### src/rtl/mips150_lsu.sv
// MIPS150 load/store unit: region decode, big-endian byte-lane enables, next-cycle load
// alignment/extension, and a stalling valid/ready IO port with a bounded wait.
module mips150_lsu #(
  parameter int DATA_W     = 32,
  parameter int ADDR_W     = 32,
  parameter int MEM_AW     = 12,
  parameter int IO_TIMEOUT = 255
) (
  input  logic              clk,
  input  logic              rst,
  input  logic              req_valid,
  output logic              req_ready,
  input  logic              req_store,
  input  logic [1:0]        req_size,
  input  logic              req_unsigned,
  input  logic [ADDR_W-1:0] req_addr,
  input  logic [DATA_W-1:0] req_wdata,
  input  logic [4:0]        req_rd,
  output logic [DATA_W/8-1:0] dmem_we,
  output logic [MEM_AW-1:0] dmem_addr,
  output logic [DATA_W-1:0] dmem_wdata,
  input  logic [DATA_W-1:0] dmem_rdata,
  output logic [DATA_W/8-1:0] imem_we,
  output logic [MEM_AW-1:0] imem_addr,
  output logic [DATA_W-1:0] imem_wdata,
  output logic              io_valid,
  input  logic              io_ready,
  output logic [DATA_W/8-1:0] io_we,
  output logic [ADDR_W-1:0] io_addr,
  output logic [DATA_W-1:0] io_wdata,
  input  logic [DATA_W-1:0] io_rdata,
  output logic              resp_valid,
  output logic [4:0]        resp_rd,
  output logic [DATA_W-1:0] resp_data,
  output logic              err_misalign,
  output logic              err_timeout
);
  localparam int NB = DATA_W / 8;
  localparam int OB = $clog2(NB);

  typedef enum logic {IDLE, IO_WAIT} state_t;
  typedef enum logic [1:0] {SRC_ZERO, SRC_DMEM, SRC_IO, SRC_ONES} src_t;

  state_t            state_q, state_d;
  src_t              src_q, src_d;
  logic [9:0]        cnt_q, cnt_d;
  logic              resp_vld_q, resp_vld_d;
  logic              err_mis_q, err_mis_d;
  logic              err_to_q, err_to_d;
  logic [1:0]        ld_size_q, ld_size_d;
  logic [OB-1:0]     ld_off_q, ld_off_d;
  logic              ld_uns_q, ld_uns_d;
  logic [4:0]        ld_rd_q, ld_rd_d;
  logic              io_load_q, io_load_d;
  logic [NB-1:0]     io_we_q, io_we_d;
  logic [ADDR_W-1:0] io_addr_q, io_addr_d;
  logic [DATA_W-1:0] io_wdata_q, io_wdata_d;
  logic [DATA_W-1:0] io_rdata_q, io_rdata_d;

  logic [3:0]        region;
  logic [OB-1:0]     off;
  logic [3:0]        nbytes;
  logic              misalign, accept, to_mem;
  logic [NB-1:0]     lanes;
  logic [DATA_W-1:0] wrep;

  // Right-justify the big-endian field at byte offset off, then sign- or zero-extend.
  function automatic logic [DATA_W-1:0] align(input logic [DATA_W-1:0] raw, input logic [1:0] size,
                                               input logic [OB-1:0] offs, input logic uns);
    int nb, sft;
    logic [DATA_W-1:0] up;
    nb  = ((1 << size) > NB) ? NB : (1 << size);
    sft = DATA_W - 8 * nb;
    up  = (raw >> (DATA_W - 8 * (int'(offs) + nb))) << sft;
    align = uns ? (up >> sft) : $unsigned($signed(up) >>> sft);
  endfunction

  always_comb begin
    region   = req_addr[ADDR_W-1 -: 4];
    off      = req_addr[OB-1:0];
    nbytes   = 4'd1 << req_size;
    misalign = (nbytes > 4'(NB)) || ((4'(off) & (nbytes - 4'd1)) != 4'd0);
    to_mem   = (region == 4'h1) || (region == 4'h3);
    lanes    = '0;
    for (int i = 0; i < NB; i++) begin
      lanes[NB-1-i] = (i >= int'(off)) && (i < int'(off) + int'(nbytes));
    end
    case (req_size)
      2'd0:    wrep = {NB{req_wdata[7:0]}};
      2'd1:    wrep = {(NB/2){req_wdata[15:0]}};
      2'd2:    wrep = {(NB/4){req_wdata[31:0]}};
      default: wrep = req_wdata;
    endcase
  end

  always_comb begin
    state_d    = state_q;
    src_d      = src_q;
    cnt_d      = cnt_q;
    resp_vld_d = 1'b0;
    err_mis_d  = 1'b0;
    err_to_d   = 1'b0;
    ld_size_d  = ld_size_q;
    ld_off_d   = ld_off_q;
    ld_uns_d   = ld_uns_q;
    ld_rd_d    = ld_rd_q;
    io_load_d  = io_load_q;
    io_we_d    = io_we_q;
    io_addr_d  = io_addr_q;
    io_wdata_d = io_wdata_q;
    io_rdata_d = io_rdata_q;
    dmem_we    = '0;
    imem_we    = '0;
    req_ready  = (state_q == IDLE) && !rst;
    accept     = req_valid && req_ready;
    case (state_q)
      IDLE: begin
        cnt_d = '0;
        if (accept) begin
          if (misalign) begin
            err_mis_d = 1'b1;
          end else if (region == 4'h8) begin
            state_d    = IO_WAIT;
            io_load_d  = !req_store;
            io_we_d    = req_store ? lanes : '0;
            io_addr_d  = req_addr;
            io_wdata_d = wrep;
          end else if (req_store) begin
            if (to_mem) dmem_we = lanes;
            if (region == 4'h2 || region == 4'h3) imem_we = lanes;
          end else begin
            resp_vld_d = 1'b1;
            src_d      = to_mem ? SRC_DMEM : SRC_ZERO;
          end
          // Load context is shared by DMEM and IO loads; only one can be outstanding.
          if (!misalign && !req_store) begin
            ld_size_d = req_size;
            ld_off_d  = off;
            ld_uns_d  = req_unsigned;
            ld_rd_d   = req_rd;
          end
        end
      end
      IO_WAIT: begin
        if (io_ready) begin
          state_d = IDLE;
          if (io_load_q) begin
            resp_vld_d = 1'b1;
            src_d      = SRC_IO;
            io_rdata_d = io_rdata;
          end
        end else if (cnt_q == 10'(IO_TIMEOUT - 1)) begin
          state_d  = IDLE;
          err_to_d = 1'b1;
          if (io_load_q) begin
            resp_vld_d = 1'b1;
            src_d      = SRC_ONES;
          end
        end else begin
          cnt_d = cnt_q + 10'd1;
        end
      end
      default: state_d = IDLE;
    endcase
  end

  always_ff @(posedge clk) begin
    if (rst) begin
      state_q    <= IDLE;
      src_q      <= SRC_ZERO;
      cnt_q      <= '0;
      resp_vld_q <= 1'b0;
      err_mis_q  <= 1'b0;
      err_to_q   <= 1'b0;
      ld_size_q  <= '0;
      ld_off_q   <= '0;
      ld_uns_q   <= 1'b0;
      ld_rd_q    <= '0;
      io_load_q  <= 1'b0;
      io_we_q    <= '0;
      io_addr_q  <= '0;
      io_wdata_q <= '0;
      io_rdata_q <= '0;
    end else begin
      state_q    <= state_d;
      src_q      <= src_d;
      cnt_q      <= cnt_d;
      resp_vld_q <= resp_vld_d;
      err_mis_q  <= err_mis_d;
      err_to_q   <= err_to_d;
      ld_size_q  <= ld_size_d;
      ld_off_q   <= ld_off_d;
      ld_uns_q   <= ld_uns_d;
      ld_rd_q    <= ld_rd_d;
      io_load_q  <= io_load_d;
      io_we_q    <= io_we_d;
      io_addr_q  <= io_addr_d;
      io_wdata_q <= io_wdata_d;
      io_rdata_q <= io_rdata_d;
    end
  end

  always_comb begin
    resp_data = '0;
    if (resp_vld_q) begin
      case (src_q)
        SRC_DMEM: resp_data = align(dmem_rdata, ld_size_q, ld_off_q, ld_uns_q);
        SRC_IO:   resp_data = align(io_rdata_q, ld_size_q, ld_off_q, ld_uns_q);
        SRC_ONES: resp_data = '1;
        default:  resp_data = '0;
      endcase
    end
  end

  assign dmem_addr    = req_addr[OB+MEM_AW-1:OB];
  assign imem_addr    = req_addr[OB+MEM_AW-1:OB];
  assign dmem_wdata   = wrep;
  assign imem_wdata   = wrep;
  assign io_valid     = (state_q == IO_WAIT);
  assign io_we        = io_we_q;
  assign io_addr      = io_addr_q;
  assign io_wdata     = io_wdata_q;
  assign resp_valid   = resp_vld_q;
  assign resp_rd      = resp_vld_q ? ld_rd_q : 5'd0;
  assign err_misalign = err_mis_q;
  assign err_timeout  = err_to_q;
endmodule

### config.mk
export PLATFORM = sky130hd
export DESIGN_NAME = mips150_lsu
export DESIGN_NICKNAME = d
export VERILOG_FILES = /design/src/rtl/mips150_lsu.sv
export SDC_FILE = /design/constraint.sdc
export NUM_CORES = 1
export LEC_CHECK = 0
export ABC_AREA = 1
export ABC_CLOCK_PERIOD_IN_PS = 10830
export CAP_MARGIN = 20
export CELL_PAD_IN_SITES_DETAIL_PLACEMENT = 1
export CELL_PAD_IN_SITES_GLOBAL_PLACEMENT = 1
export CORE_ASPECT_RATIO = 0.75
export CORE_MARGIN = 8
export CORE_UTILIZATION = 34
export CTS_BUF_LIST = sky130_fd_sc_hd__clkbuf_2
export DETAILED_ROUTE_END_ITERATION = 6
export PLACE_DENSITY = 0.92
export SYNTH_ARGS = -nofsm -noshare
export SYNTH_HDL_FRONTEND = slang
export SYNTH_SLANG_ARGS = --single-unit
### constraint.sdc
create_clock -name clk -period 10.83 [get_ports clk]
set_input_delay 2.166 -clock clk [delete_from_list [all_inputs] [get_ports clk]]
set_output_delay 2.166 -clock clk [all_outputs]
set_load 0.02 [all_outputs]
==> metrics.yaml <==
outcome:
  outcome: "completed"
detailed_routing:
  detail_route.drc_violations: 0
  drt-wirelength-per-cell_um: 22.6
  drtIter0Drc: 1370
  ant_nets: 0
  drt-pass1-iter-count: 6
  routed_wl_um: 56200
  vias_per_cell: 5.61
  vias: 13992
global_route:
  grt-ovfl-total: 0
  track_usage_pct: 29.4
  met3_usage_pct: 7.07
  grt_max_degree: 88
  grt_pass1_wl_um: 86200
  grt_util_met1_pct: 35.3
  antenna_found_initial: 6
  grt_pass1_vias: 14781
  top_usage_layer: "met2"
  gr-usage-met2_pct: 49.6
yosys:
  synth-xor-area-share_pct: 0.247
  synth-compound-area-share_pct: 20.2
  synth_cell_types: 54
  yosys.area_share.adder_pct: 1.67
  synthArstFlopShare_pct: 0
  yosys.area_share.simple_pct: 39.7
  synth_edf_count: 0
  avgSynthCellArea_um2: 5.72
  synth_top_family_by_area: "simple AND/OR/NAND/NOR gates"
  synthMuxAreaShare_pct: 0.376
  synth_warnings: 0
  synth-seq-area-share_pct: 23.9
  postSynthCellCount: 1859
  netlist_area_um2: 10600
  synthFlopType: "dfxtp_1"
  synth-seq-cells: 127
min_path:
  hold_class: "reg2reg"
setup_path:
  path_buf_inv: 7
  critPathCaptureType: "primary output"
  required_ns: 8.66
  slowest_delay_ns: 0.60
  cp-start-kind: "flip-flop"
  cp_data_arrival_time_ns: 6.79
  worst_path_most_repeated_cell: "nand2_1"
  slowest_stage: "nor2_8"
  cp_max_fo: 53
  crit_family: "simple AND/OR/NAND/NOR gates"
  critPathKind: "reg2out"
floorplanning:
  die_height_um: 169
  row_count: 56
  start_util_pct: 34.3
  dieArea_um2: 37300
  num_io_pins: 347
  die_x_um: 220
  design.core.area_um2: 31000
finish:
  design_area_um2: 14100
  mostFrequentLayoutCell: "nand2_1"
  layout_common_cells: "602 x nand2_1, 346 x clkdlybuf4s50_1, 178 x nor2_1"
  syn_to_final_growth_pct: 32.3
  final_nets: 2222
  layout-drive-gt1-share_pct: 5.00
  fill_cells: 4219
timing:
  tns_ns: 0
  setup_viol: 0
  finalCritPeriodShare_pct: 82.7
  fin_crit_ns: 8.96
  worstMarginPinSlew_ns: 1.12
  maxSlewHeadroom_pct: 25.1
  rsz0062_at_grt: "false"
  fmax_mhz: 112
  hold_violations: 0
  fin_worst_skew_ns: 0.0471
  drv_slew: 0
cts:
  clk_pin_slew_ns: 0.23
  cts_tree: "yes"
  worstSkewPairLatency_ns: 0.75
  ctsHoldBuffers: 0
  cts-resized-gates: 0
  post_cts_buffers: 0
  cts-root-buf: "clkbuf_2"
  cts.sinks: 127
  cts_buffers: 17
  htreeDepth: 4
  cts_buffer_depth: 2
placed_design:
  dp_hpwl_um: 43000
  placed_area_um2: 13800
  place_congestion: 0.975
  io_buffers: 346
power_and_ir_drop:
  ir_drop_mv: 0.0565
  powerDensity_nw_per_um2: 82.1
  p_leak_nw: 5.95
job:
  maxCapViolations: 0
tightest hold or removal path, stage by stage (launching register included):
cell and delay [ns]:
dfxtp_1 0.37, nand2_1 0.06, nor2_1 0.03
per-layer routing:
layer  part of all wire (%)  up-vias  wire (um)
met5                  0.023        -         13
met4                    4.0        2       2240
met3                    7.6      122       4290
met2                     48      616      26800
met1                     41     6782      22900
li1                       -     6470          -
state kept, by name, summed over array words and instances, names as in the netlist:
| signal | count |
|---|---|
| io_addr | 32 |
| io_rdata_q | 32 |
| io_wdata | 32 |
| cnt_q | 10 |
| ld_rd_q | 5 |
| io_we | 4 |
| ld_off_q | 2 |
| ld_size_q | 2 |
| src_q | 2 |
| err_misalign | 1 |
| err_timeout | 1 |
| io_load_q | 1 |
| io_valid | 1 |
| ld_uns_q | 1 |
| resp_valid | 1 |
worst paths after layout:
path	to	cells past startpoint	start	slack, ns
setup / recovery	resp_data[5]	31	ld_size_q[1]$_SDFFE_PP0P_	1.87
hold / removal	io_addr[28]$_SDFFE_PP0P_	2	io_addr[28]$_SDFFE_PP0P_	0.46
setup reg to reg	io_load_q$_SDFFE_PP0P_	7	io_valid$_SDFF_PP0_	7.77
hold reg to reg	io_addr[28]$_SDFFE_PP0P_	2	io_addr[28]$_SDFFE_PP0P_	0.46
cells in the mapped netlist, types with 7 or more instances:
cell type  number  area, um^2
nand2_1       602        2260
nor2_1        180         676
o21ai_0       165         826
nand3_1       157         786
a21oi_1       128         641
dfxtp_1       127        2540
inv_1         107         402
buf_4          74         556
clkbuf_1       67         251
nand4_1        28         175
a31oi_1        27         169
o21ai_1        27         135
o211ai_1       22         165
buf_1          21        78.8
buf_2          19        95.1
ha_1           11         138
inv_2          11        41.3
nor3_1         11        55.1
clkinv_1        7        26.3
metrics by stage:
stage / setup slack [ns] / std cells / power, mW / utilization (%) / hold WS (ns)
after floorplan: 3.85 / 1861 / 0.697 / - / 0.424
after global placement: 2.88 / 2454 / 0.850 / 44.5 / 0.427
after detailed placement: 2.56 / 2454 / 0.855 / 44.5 / 0.438
after CTS: 1.65 / 2486 / 1.16 / 45.3 / 0.466
after global routing: 1.35 / 2492 / 1.21 / 45.4 / 0.486
final: 1.87 / 2492 / 1.16 / 45.4 / 0.464
power by group:
group	internal, mW	switching, mW	leakage (nW)
Sequential	0.471	0.00320	1.02
Clock	0.0891	0.210	0.134
Combinational	0.138	0.244	4.80
cells by family after synthesis:
logic type               Yosys count
buffers and inverters            309
XOR/XNOR                           3
AND/OR/NAND/NOR                 1007
multiplexers                       4
flip-flops                       127
adder cells (fa/ha/maj)           13
AO/OA/AOI/OAI                    395
other                              1
cell type report:
| class | instances | area (um^2) | share of cell area (%) |
|---|---|---|---|
| multi-input cells | 1425 | 6650 | 47.3 |
| repair buffers | 371 | 3660 | 26.0 |
| flip-flops and latches | 127 | 2540 | 18.1 |
| well taps | 406 | 508 | 3.61 |
| inverters | 126 | 474 | 3.37 |
| clock inverters | 13 | 130 | 0.924 |
| clock buffers | 19 | 95.1 | 0.675 |
| diodes | 5 | 12.5 | 0.0889 |
(Power assumes the default switching activity.)
